$ cat src/rtl/pr_en_mux.sv
// Registered 4-input selector with mux and fixed-priority modes.
// Data is steered through AND-OR masking, so X on an unselected input never reaches out.
module pr_en_mux_lane #(
  parameter int WIDTH = 8
) (
  input  logic [WIDTH-1:0] data,
  input  logic             gnt,
  output logic [WIDTH-1:0] masked
);
  assign masked = data & {WIDTH{gnt}};
endmodule

module pr_en_mux #(
  parameter int WIDTH = 8
) (
  input  logic             clk,
  input  logic             rst,
  input  logic [WIDTH-1:0] a,
  input  logic [WIDTH-1:0] b,
  input  logic [WIDTH-1:0] c,
  input  logic [WIDTH-1:0] d,
  input  logic [1:0]       sel,
  input  logic             mode,
  input  logic [3:0]       req,
  input  logic             en,
  output logic [WIDTH-1:0] out,
  output logic [1:0]       idx,
  output logic             valid
);
  localparam int NUM_LANES = 4;

  typedef struct packed {
    logic [WIDTH-1:0] data;
    logic [1:0]       idx;
    logic             valid;
  } sel_t;

  logic [NUM_LANES-1:0][WIDTH-1:0] lanes;
  logic [NUM_LANES-1:0][WIDTH-1:0] masked;
  logic [NUM_LANES-1:0]            gnt;
  sel_t                            nxt;
  sel_t                            cur;

  assign lanes = {d, c, b, a};

  // One-hot grant: decoded sel, or the lowest set request bit (a wins).
  always_comb begin
    gnt = '0;
    if (!mode) gnt[sel] = 1'b1;
    else       gnt = req & (~req + 4'd1);
  end

  for (genvar g = 0; g < NUM_LANES; g++) begin : g_lane
    pr_en_mux_lane #(.WIDTH(WIDTH)) u_lane (
      .data   (lanes[g]),
      .gnt    (gnt[g]),
      .masked (masked[g])
    );
  end

  always_comb begin
    nxt       = '0;
    nxt.valid = |gnt;
    for (int i = 0; i < NUM_LANES; i++) begin
      nxt.data = nxt.data | masked[i];
      if (gnt[i]) nxt.idx = nxt.idx | 2'(i);
    end
  end

  always_ff @(posedge clk or posedge rst) begin
    if (rst)     cur <= '0;
    else if (en) cur <= nxt;
  end

  assign out   = cur.data;
  assign idx   = cur.idx;
  assign valid = cur.valid;
endmodule

$ cat config.mk
export PLATFORM = sky130hd
export DESIGN_NAME = pr_en_mux
export DESIGN_NICKNAME = d
export VERILOG_FILES = /design/src/rtl/pr_en_mux.sv
export SDC_FILE = /design/constraint.sdc
export NUM_CORES = 1
export LEC_CHECK = 0
export BUFFER_PORTS_ARGS = -buffer_cell sky130_fd_sc_hd__buf_2
export CORE_MARGIN = 2
export CORE_UTILIZATION = 30
export CTS_BUF_LIST = sky130_fd_sc_hd__clkbuf_2
export CTS_CLUSTER_SIZE = 16
export DETAILED_ROUTE_END_ITERATION = 12
export SYNTH_ARGS = -nofsm -noshare
export SYNTH_HDL_FRONTEND = slang
export SYNTH_SLANG_ARGS = --single-unit
export TNS_END_PERCENT = 5
$ cat constraint.sdc
create_clock -name clk -period 0.8 [get_ports clk]
set_input_delay 0 -clock clk [delete_from_list [all_inputs] [get_ports clk]]
set_output_delay 0 -clock clk [all_outputs]
set_load 0.02 [all_outputs]
==> metrics.md <==
| Metric | Value |
|---|---|
| Critical-path cell with the highest stage delay | `dfrtp_1` |
| Type of the setup path with the least slack | `reg2out` |
| Kind of end point of the critical path | `output pin` |
| Max VDD drop | `595 µV` |
| Share of the synthesized area in compound gates (AO/OA/AOI/OAI) | `43.8%` |
| Comb power frac | `38.0%` |
| Placed wire-length estimate after detailed placement | `1.81 mm` |
| Highest Clock Rate | `1220 MHz` |
| Depth of the most critical reg-to-reg path | `2` |
| Setup clock skew after layout | `0 ns` |
| CTS sink cnt | `11` |
| Fraction of the yosys area taken by sequential cells | `36.2%` |
| Cell area reported after detailed placement | `1120 µm²` |
| Remaining number of nets flagged by the antenna check after routing | `0` |
| Share of post-route cells with drive strength above 1 | `55.9%` |
| Violated checks | `negative setup slack` |
| Hold violation count in the final report | `0` |
| Number of slew-limit violations in the final report | `0` |
| Average size of a mapped cell | `9.17 µm²` |
| Die outline height | `54.4 µm` |
| Grt total ovfl | `0` |
| Violation count after the first detailed-route iteration | `26` |
| Final clock period utilization by the worst path | `102%` |
| Category of cells accounting for the largest share of critical-path delay | `flip-flops` |
| Number of logic stages on the critical path including buffering | `1` |
| Smallest hold slack | `0.0261 ns` |
| Maximum number of pins on one net before global-route repair | `16` |
| H-tree depth | `1` |
| Maximum capacitance violations | `0` |
| Measured slew at the worst slew-check pin | `0.437 ns` |
| Aggregate routed wire length | `2.43 mm` |
| Result of the run | `finished, violations left` |
| Global-route usage over all layers | `16.4%` |
| Critical Path Start Type | `register` |
| Worst rel slew slack | `70.8%` |
| Area share of xor/xnor cells in the synthesized design | `0%` |
| Reg clk slew, reported paths | `0.12 ns` |
| Filler Cells Inserted | `249` |
| Worst hold path cell count | `3` |
| Required time of the critical path | `0.80 ns` |
| Crit path time final | `0.818 ns` |
| Proportion of total power due to net switching | `35.2%` |
| Die Span X | `54.4 µm` |
| Total CTS buffers | `3` |
| Clock latency at the later pin of the worst-skew pair | `0.25 ns` |
| Antenna violations before repair | `0` |
| Count of vias placed by the detailed router | `893` |
| Commonest cells after routing, fill and taps aside | `buf_2 (50), dfrtp_1 (11), nand2_1 (10), nor2_1 (10), buf_4 (10)` |
| DRC errors left | `0` |
| Most common library cell in the layout ignoring fill and taps | `buf_2` |
| CTS Buffer Depth | `2` |
| Utilization of the core after routing | `48.9%` |
| TritonCTS clock tree | `built` |
| Cell area after layout | `1190 µm²` |
| Setup repair after global routing missed its margin | `true` |
| Combinational family with the most area after synthesis | `compound AO/OA/AOI/OAI gates` |
| Worst-path fanout max | `2` |
| Number of cell rows | `18` |
| Setup Viol. Count Final | `11` |
| Synth Area in Simple Gates | `14.1%` |
| Nets in the synthesized netlist | `125` |
| P_leak | `0.571 nW` |
| Class of the most critical hold timing path | `in2reg` |
| CTS Root Cell | `clkbuf_2` |
| Starting density of the core | `31.3%` |
| Register bit total from synthesis | `11` |
| Final #Nets | `188` |
| Count of yosys warnings during synthesis | `0` |
| Area of combinational cells with multiple inputs | `470 µm²` |
| Portion of netlist area occupied by mux cells | `0%` |
| Vias in the first global route | `792` |
| PwrDens | `1340 nW/µm²` |
| Core Area | `2430 µm²` |
| DIE AREA | `2950 µm²` |
| Power Internal | `0.00103 W` |
| Total negative slack | `-0.114 ns` |
| Crit-path max cell delay | `0.40 ns` |
| Number of distinct standard cells referenced by the synthesized netlist | `23` |
| Clk pwr share | `20.6%` |
| Final RePlAce weighted congestion | `0.815` |
| Number of detailed-route iterations in the first pass | `4` |
| Cell-by-cell trace of the critical path | `buf_2` |
| First-pass GRT wire length | `3.39 mm` |
| Number of instances in the synthesized netlist | `83` |
| Growth of design area from synthesis to finish | `56.2%` |
| Arrival time worst endpoint | `0.82 ns` |
| Total I/O pin count | `53` |
| Adder-Cell Fraction of Synth Area | `0%` |
| Post-synthesis instance area | `761 µm²` |
| Routed wire per std cell | `13.9 µm` |
| Sequential standard cell area | `275 µm²` |
| Switching power summed over all nets | `0.000559 W` |
| Combined buffer and inverter count along the critical path | `1` |
| Antenna diode count | `0` |
| Number of port buffers | `52` |
| Routed vias/inst | `5.10` |
| Register share of total power | `41.4%` |
| Final WS setup | `-0.0179 ns` |
## final cells by class
class	count	share of cell area (%)
tap	30	3.16
multi-input combinational	64	39.6
inverter	2	0.632
clock buffer	4	1.68
timing repair buffer	64	31.8
sequential	11	23.2
## sequential cells by signal, indices dropped and copies added (netlist names)
signal  count
idx         2
out         8
valid       1
## timing repair
item                                   4_1_cts  5_1_grt
setup buffers                                0        0
resized for setup                            4        5
setup endpoints to repair                   11       19
hold buffers                                 1        0
endpoints found under the hold margin       11        0
## metal layers
layer	GRT usage (%)	vias up	wire (µm)
met4	8.75	0	27
met1	19.9	414	1060
met3	2.46	2	167
met5	0	-	0
met2	27.9	35	1170
li1	-	442	-
## synthesized netlist by cell type, drive strengths merged
master,instances,area share [%]
nand2b,1,0.82
inv,2,0.99
clkbuf,1,0.49
nand2,10,4.9
a22oi,8,7.9
and4b,1,1.3
o31ai,1,1.6
o21ai,9,5.9
nor2,11,5.8
a32o,1,1.5
buf,5,4.4
nor4bb,1,1.3
a21oi,9,5.9
o22ai,1,1.6
dfrtp,11,36
o32a,1,1.3
o22a,1,1.2
a221oi,8,16
o211ai,1,0.99
## kinds of logic (layout without fill, tap and decap cells)
kind of cell / after synthesis / count (layout)
buf+inv: 8 / 70
compound gates: 40 / 40
flops: 11 / 11
simple gates: 24 / 24
## power groups by stage
stage | logic, W | registers, W | clock network (W)
after floorplan | 0.000215 | 0.000748 | 0
final | 0.000604 | 0.000658 | 0.000327
after global placement | 0.000559 | 0.000664 | 0
after global routing | 0.000663 | 0.000665 | 0.000368
after detailed placement | 0.000567 | 0.000666 | 0
after CTS | 0.000587 | 0.000658 | 0.000339
## per-stage QoR
stage                     std cells  worst slack (ns)  total power, W
after CTS                       175           -0.0387         0.00158
after global routing            175           -0.0719         0.00170
after detailed placement        170            -0.279         0.00123
after floorplan                  83          -0.00534        0.000963
final                           175           -0.0179         0.00159
after global placement          170            -0.241         0.00122
## final timing paths
check,from,end,slack (ns)
setup / recovery,out[7],out[7],-0.02
hold / removal,c[5],out[5],0.03
setup reg to reg,out[0],out[0],0.11
hold reg to reg,idx[0],idx[0],0.52
max in group asynchronous,rst,idx[0],0.24
min in group asynchronous,rst,out[7],0.26
Note: power is estimated with default switching activity, not from simulation.
